[config.mk]
export PLATFORM = sky130hd
export DESIGN_NAME = inst_fetch
export DESIGN_NICKNAME = d
export VERILOG_FILES = /design/src/rtl/inst_fetch.sv
export SDC_FILE = /design/constraint.sdc
export NUM_CORES = 1
export LEC_CHECK = 0
export ABC_AREA = 1
export ABC_CLOCK_PERIOD_IN_PS = 4900
export CORE_MARGIN = 3
export CORE_UTILIZATION = 45
export CTS_BUF_LIST = sky130_fd_sc_hd__clkbuf_4 sky130_fd_sc_hd__clkbuf_8
export DETAILED_ROUTE_END_ITERATION = 10
export GPL_TIMING_DRIVEN = 1
export PLACE_DENSITY = 0.72
export SLEW_MARGIN = 20
export SYNTH_ARGS = -nofsm -noshare
export SYNTH_HDL_FRONTEND = slang
export SYNTH_SLANG_ARGS = --single-unit
[constraint.sdc]
create_clock -name clk -period 4.9 [get_ports clk]
set_input_delay 0.98 -clock clk [delete_from_list [all_inputs] [get_ports clk]]
set_output_delay 0.98 -clock clk [all_outputs]
set_load 0.02 [all_outputs]
[src/rtl/inst_fetch.sv]
// inst_fetch: instruction fetch stage feeding the immediate generator / decode.
// Holds the fetch PC and issues one word request at a time to instruction
// memory. Returned words are queued with their PC in a small FIFO and handed
// downstream. A redirect flushes the FIFO and discards any in-flight response.
//
// Optional build macro IFETCH_MISALIGN_CHK_EN: adds the fetch_misalign output.
// A misaligned redirect target then sets a sticky flag and parks the fetcher.
// Without the macro, redirect_pc[1:0] are ignored (forced to zero).
//
// Handshake semantics (all channels): a transfer happens on a rising edge where
// valid and ready are both high. Once imem_req_valid is raised, it and
// imem_req_addr stay stable until the transfer or a redirect. The response
// channel is valid-only: imem_rsp_valid for one cycle carries one word, in
// request order, at least one cycle after the request transfer.
module inst_fetch #(
  parameter logic [31:0] RESET_PC  = 32'h0000_0000,
  parameter int unsigned BUF_DEPTH = 2
) (
  input  logic        clk,
  input  logic        rst,
  output logic        imem_req_valid,
  input  logic        imem_req_ready,
  output logic [31:0] imem_req_addr,
  input  logic        imem_rsp_valid,
  input  logic [31:0] imem_rsp_data,
  output logic        inst_valid,
  input  logic        inst_ready,
  output logic [31:0] inst,
  output logic [31:0] inst_pc,
  input  logic        redirect_valid,
  input  logic [31:0] redirect_pc,
`ifdef IFETCH_MISALIGN_CHK_EN
  output logic        fetch_misalign,
`endif
  output logic [1:0]  dbg_state_o
);

  localparam int unsigned PW = (BUF_DEPTH > 1) ? $clog2(BUF_DEPTH) : 1;
  localparam int unsigned CW = PW + 1;
  localparam logic [CW-1:0] DEPTH_C = CW'(BUF_DEPTH);
  localparam logic [31:0] NOP = 32'h0000_0013;

  // S_REQ: no request outstanding, may issue one.
  // S_RSP: one live request outstanding; its word will be queued.
  // S_FLUSH: one request outstanding whose word must be discarded.
  typedef enum logic [1:0] {
    S_REQ   = 2'd0,
    S_RSP   = 2'd1,
    S_FLUSH = 2'd2
  } state_e;

  state_e      state_q, state_d;
  logic [31:0] fetch_pc_q, fetch_pc_d;
  logic [31:0] req_pc_q, req_pc_d;

  logic [PW-1:0] rd_ptr_q, rd_ptr_d;
  logic [PW-1:0] wr_ptr_q, wr_ptr_d;
  logic [CW-1:0] count_q, count_d;
  logic [31:0]   buf_data_q [BUF_DEPTH];
  logic [31:0]   buf_pc_q   [BUF_DEPTH];

  logic req_fire;
  logic push;
  logic pop;
  logic parked;

`ifdef IFETCH_MISALIGN_CHK_EN
  logic misalign_q, misalign_d;
  logic redir_misaligned;

  assign redir_misaligned = redirect_valid && (redirect_pc[1:0] != 2'b00);

  // Sticky misalignment flag: set by a misaligned redirect, cleared by reset.
  always_comb begin
    misalign_d = misalign_q | redir_misaligned;
  end

  // Misalignment flag register.
  always_ff @(posedge clk) begin
    if (rst) begin
      misalign_q <= 1'b0;
    end else begin
      misalign_q <= misalign_d;
    end
  end

  assign parked         = misalign_q;
  assign fetch_misalign = misalign_q;
`else
  logic unused_redirect_lsb;
  assign unused_redirect_lsb = ^redirect_pc[1:0];
  assign parked              = 1'b0;
`endif

  // Credit rule: only S_REQ has nothing outstanding, so buffered words alone
  // must leave room for the word this request will return.
  assign imem_req_valid = !rst && !parked && (state_q == S_REQ) && (count_q < DEPTH_C);
  assign imem_req_addr  = fetch_pc_q;
  assign req_fire       = imem_req_valid && imem_req_ready;

  // Downstream view of the FIFO head; a redirect cancels the pop this cycle.
  assign inst_valid = (count_q != '0);
  assign inst       = inst_valid ? buf_data_q[rd_ptr_q] : NOP;
  assign inst_pc    = inst_valid ? buf_pc_q[rd_ptr_q] : 32'h0000_0000;
  assign pop        = inst_valid && inst_ready && !redirect_valid;

  assign dbg_state_o = state_q;

  // Fetch FSM next state, fetch PC and push decision; redirect overrides all.
  always_comb begin
    state_d    = state_q;
    fetch_pc_d = fetch_pc_q;
    req_pc_d   = req_pc_q;
    push       = 1'b0;

    case (state_q)
      S_REQ: begin
        if (req_fire) begin
          req_pc_d   = fetch_pc_q;
          fetch_pc_d = fetch_pc_q + 32'd4;
          state_d    = S_RSP;
        end
      end
      S_RSP: begin
        if (imem_rsp_valid) begin
          push    = 1'b1;
          state_d = S_REQ;
        end
      end
      S_FLUSH: begin
        if (imem_rsp_valid) begin
          state_d = S_REQ;
        end
      end
      default: begin
        state_d = S_REQ;
      end
    endcase

    if (redirect_valid) begin
      fetch_pc_d = {redirect_pc[31:2], 2'b00};
      push       = 1'b0;
      case (state_q)
        // An accepted request is still in flight and must be drained.
        S_REQ:          state_d = req_fire ? S_FLUSH : S_REQ;
        S_RSP, S_FLUSH: state_d = imem_rsp_valid ? S_REQ : S_FLUSH;
        default:        state_d = S_REQ;
      endcase
    end
  end

  // Fetch FSM and PC registers.
  always_ff @(posedge clk) begin
    if (rst) begin
      state_q    <= S_REQ;
      fetch_pc_q <= RESET_PC;
      req_pc_q   <= 32'h0000_0000;
    end else begin
      state_q    <= state_d;
      fetch_pc_q <= fetch_pc_d;
      req_pc_q   <= req_pc_d;
    end
  end

  // FIFO pointer and occupancy update; a redirect empties the FIFO.
  always_comb begin
    rd_ptr_d = rd_ptr_q;
    wr_ptr_d = wr_ptr_q;
    count_d  = count_q;
    if (redirect_valid) begin
      rd_ptr_d = '0;
      wr_ptr_d = '0;
      count_d  = '0;
    end else begin
      if (push) begin
        wr_ptr_d = wr_ptr_q + PW'(1);
      end
      if (pop) begin
        rd_ptr_d = rd_ptr_q + PW'(1);
      end
      count_d = count_q + CW'(push) - CW'(pop);
    end
  end

  // FIFO control registers.
  always_ff @(posedge clk) begin
    if (rst) begin
      rd_ptr_q <= '0;
      wr_ptr_q <= '0;
      count_q  <= '0;
    end else begin
      rd_ptr_q <= rd_ptr_d;
      wr_ptr_q <= wr_ptr_d;
      count_q  <= count_d;
    end
  end

  // FIFO storage; entries are only read while counted, so no reset needed.
  always_ff @(posedge clk) begin
    if (push) begin
      buf_data_q[wr_ptr_q] <= imem_rsp_data;
      buf_pc_q[wr_ptr_q]   <= req_pc_q;
    end
  end

endmodule

# == Word level (Yosys, flattened, before mapping) ==
# Memories as Yosys holds them, arrays and structs flattened. A register that Yosys moved wholly into a read port is not among the register bits.
# Index checks and enable logic that the tools add are counted.
# word_totals
reg_bits,70
latch_bits,0
mem_bits_rw,128
mem_bits_ro,0
output_inout_bits,100
wordCells,56
memories,2
# classes
addsub,5
mul,0
div_mod_pow,0
n_lt_le_gt_ge,1
n_eq_ne,4
n_shift,0
n_mux,21
bitwise_logic,0
reduce_logical,16
# mem_list
memory,words,word_bits,rd,rd_ports_with_merged_regs,wr,line,rtl
buf_data_q,2,32,1,1,1,59,logic [31:0] buf_data_q [BUF_DEPTH];
buf_pc_q,2,32,1,1,1,60,logic [31:0] buf_pc_q [BUF_DEPTH];
# op_table
operator,count
$mux 32,5
$add 32x3->32 const B,1
$mux 2,5
$mux 1,9
$pmux 2 s2,2
$reduce_and 2->1,3
$reduce_bool 2->1,3
$logic_and 1x1->1,5
$reduce_or 2->1,2
$ne 3x1->1 const B,1
$ne 3x3->1 const B,1
$add 1x1->1 const B,2
$add 2x1->2,1
$eq 2x1->1 const B,1
$eq 2x2->1 const B,1
$logic_not 1->1,2
$logic_not 2->1,1
$lt 2x2->1 const B,1
$sub 2x1->2,1

# == Logic depth before layout (Yosys ltp) ==
# depth
depth_word,7
mapped_depth,11
mapped_depth_nobuf,11

# == Worst setup path after synthesis ==
# OpenSTA, ideal clock, no wires.
# synth_timing
path_kind,input port to flip-flop
start,input redirect_valid
end,memory buf_data_q[0][0] (enable)
t_arrival_ps,3855
t_required_ps,4418
setup_slack_ps,562
cell_stages,3
cell_sequence,inv_1 > nand3_1 > nor2_1
# synth_between
elab_chain_cells,3
# synth_rtl
item,line,rtl
from (decl),30,"input logic redirect_valid,"
$mux 1,140,if (redirect_valid) begin
$mux 1,200,if (push) begin
$mux 1 (implied by the code),201,buf_data_q[wr_ptr_q] <= imem_rsp_data;
to (decl),59,
# Every way passes these cells.

# == Worst setup path after layout ==
# layout_timing
start,input rst
end,output imem_req_valid
# layout_between
elab_chain_cells,3
# layout_rtl
item,line,rtl
from (decl),20,"input logic rst,"
$logic_not 1->1,97,assign imem_req_valid = !rst && !parked && (state_q == S_REQ) && (count_q < DEPTH_C);
$logic_and 1x1->1 (2 in series),97,
to (decl),21,"output logic imem_req_valid,"
# Every way passes these cells.

==> qor.csv <==
metric,value,unit
Peak VDD IR,0.000180,V
Setup CP Type,input pin to output port,
synthesized area,8200,um2
clock root buffer,clkbuf_8,
Final nets,1078,
fin crit period,3460,ps
vias per cell,5.13,
reg-to-reg critical path startpoint,dbg_state_o[0],
Fin. Hold Viols,0,
HPWL Detailed,13.3,mm
CTS Buf Count,17,
starting density of the core,0.466,
"Distinct cells, synth",39,
synthesized area per cell,9.63,um2
P_sw,0.747,mW
Synth area leader,edfxtp_1,
# fillers,1510,
number of I/O port buffers,163,
clock insertion delay at the later pin of the skew report,460,ps
Min-Delay Endpoint,buf_pc_q[0][10],
Worst Hold Class,flop to flop,
Num Clock Sinks,191,
ANT nets after route,0,
Resize count post-CTS,0,
register area,5070,um2
# diodes,0,
Post-synth top flop,edfxtp_1,
worst endpoint required time,3920,ps
num ports,170,
"Clk pin slew, worst setup/hold paths",90,ps
area grow syn2layout,26.7,%
max_cap viols,0,
Pre-antenna DRT Iters,5,
Reg power frac,0.591,
max incr delay on CP,590,ps
die height,141,um
"Arr. time, crit path",2480,ps
Int Pwr,2.27,mW
unrepaired setup endpoints after global routing,false,
Net Sw Frac,0.247,
htree depth,4,
worst-case clock buffer depth,2,
Worst path slowest cell,clkdlybuf4s50_1,
Post-synth EDFFs,124,
die area,19900,um2
Multi-input gate area,2690,um2
row cnt,48,
Pleak,3.75,nW
global-route usage over all layers,0.196,
Synth async-reset ratio,0,
power density over cell area,290,nW/um2
status,"finished, final reports clean",
CTS tree,yes,
Tcrit/Tclk final,0.706,
Clk pwr share,0.329,
worst-path cell chain,"clkdlybuf4s50_1, buf_4, nor2_4, nand2_1, inv_1, clkdlybuf4s50_1",
WL final,19.6,mm
HP Start,req_pc_q[10],
vias in the first global route,5891,
Reg2Reg Setup Slack,2430,ps
Synth warnings,0,
sequential fraction of the synthesis area,0.618,
WL/cell,15.8,um
initial antenna violation count,0,
slew margin rel.,0.402,
Tightest Pin Transition,896,ps
combinational share of power,0.080,
crit path max fanout,25,
synthesized flop and latch total,191,
CORE AREA,17600,um2
first-pass GRT wire length,30.7,mm
Slew Limit Fails,0,
# Post-CTS Setup Buffers,0,
pin count of the biggest net entering global routing,65,
Worst R2R End,dbg_state_o[1],
Layout Skew,11.5,ps
CP most frequent cell,clkdlybuf4s50_1,
total gr overflow,0,
path depth of the worst reg2reg path,10,
CP Capture Type,output port,
DR vias,6359,
synthesized instance count,852,
crit path launch type,input pin,
die width,141,um
layout cells sized above 1,0.0818,
Post-route DRC,0,
synth top area cells,"edfxtp_1, dfxtp_1, nand2_1, a21oi_1, nand3_1",
post-synth top area share,0.454,
Final setup viols,0,
hold bufs inserted after CTS,0,
overall power,3.02,mW
number of DRC markers in iteration 0,415,
Hold Crit Depth,0,
final setup TNS,0,ps
Max Clk Rate,289,MHz
Placer Congestion,0.920,
-- worst max-delay path by stage --
stage / start / endpoint / slack, ps / depth (start not counted)
5_1_grt: flop / inst_pc[10] / 1290 / 4
4_1_cts: flop / inst_pc[14] / 1230 / 4
2_1_floorplan: redirect_valid / buf_data_q[0][0] / 560 / 3
3_5_place_dp: rst / imem_req_valid / 1420 / 6
3_3_place_gp: rst / imem_req_valid / 1430 / 6
6_report: rst / imem_req_valid / 1440 / 6
-- kinds of logic after synthesis --
group	count (synthesis)	share of synthesized area
AO/OA/AOI/OAI	154	0.0986
adder cells (fa/ha/maj)	6	0.00915
AND/OR/NAND/NOR	372	0.203
other	1	0.000457
buffers and inverters	117	0.0590
XOR/XNOR	11	0.0127
flip-flops	191	0.618
-- metal layers --
metal	wire length (um)	GRT usage	up-vias
met5	0	0	-
met4	316	0.0612	0
met1	8970	0.277	2958
li1	-	-	3135
met2	8890	0.309	242
met3	1430	0.0363	24
-- synthesized netlist by cell type, drive strengths merged (3+ instances only) --
| master | n |
|---|---|
| a21oi | 90 |
| a31oi | 3 |
| buf | 20 |
| clkbuf | 24 |
| dfxtp | 67 |
| edfxtp | 124 |
| ha | 6 |
| inv | 72 |
| nand2 | 244 |
| nand3 | 69 |
| nor2 | 53 |
| o21ai | 55 |
| xor2 | 9 |
-- registers in the layout, summed over array words and instances (netlist names), named ones only --
register and count:
imem_req_addr 30, buf_pc_q 60, req_pc_q 30, dbg_state_o 2, wr_ptr_q 1, rd_ptr_q 1, count_q 2, buf_data_q 64
-- critical path, delay by kind of cell --
kind                   cells  cell delay, ps
buffers and inverters      4            1260
AND/OR/NAND/NOR            2             230
-- cells in the final DEF (no fill, tap or decap), drive strengths merged --
cell type / n
conb: 4
xnor2: 2
nand3: 69
ha: 6
nor3: 2
o31ai: 1
o21ai: 55
nor2: 53
clkinv: 5
clkbuf: 17
o221ai: 2
a211oi: 1
nand4: 1
xor2: 9
nand2: 244
edfxtp: 124
a31o: 1
and2: 2
bufinv: 1
clkinvlp: 4
inv: 78
buf: 9
or2: 1
dfxtp: 67
a21oi: 90
a22oi: 1
a31oi: 3
clkdlybuf4s50: 163
-- layout make-up --
cell class	count	share of cell area
inverters	73	0.0266
clock buffers	17	0.0225
multi-input cells	547	0.258
clock inverters	15	0.0143
flip-flops and latches	191	0.487
repair buffers	172	0.163
well taps	225	0.0271
-- power by group through the flow --
stage	clock network [mW]	registers (mW)	logic (mW)
floorplan	0	1.83	0.103
global placement	0	1.82	0.237
detailed placement	0	1.82	0.241
CTS	1.03	1.78	0.243
global route	1.08	1.79	0.265
finish	0.994	1.78	0.242
-- through the flow --
stage	setup WS, ps	instances	instance area [um2]	util	hold WS, ps
detailed placement	1420	1208	10000	0.569	439
floorplan	562	855	8210	-	426
finish	1440	1240	10400	0.591	463
global route	1290	1240	10400	0.591	473
global placement	1430	1208	10000	0.569	435
CTS	1230	1240	10400	0.591	462
Power figures use the tool's default switching activity.
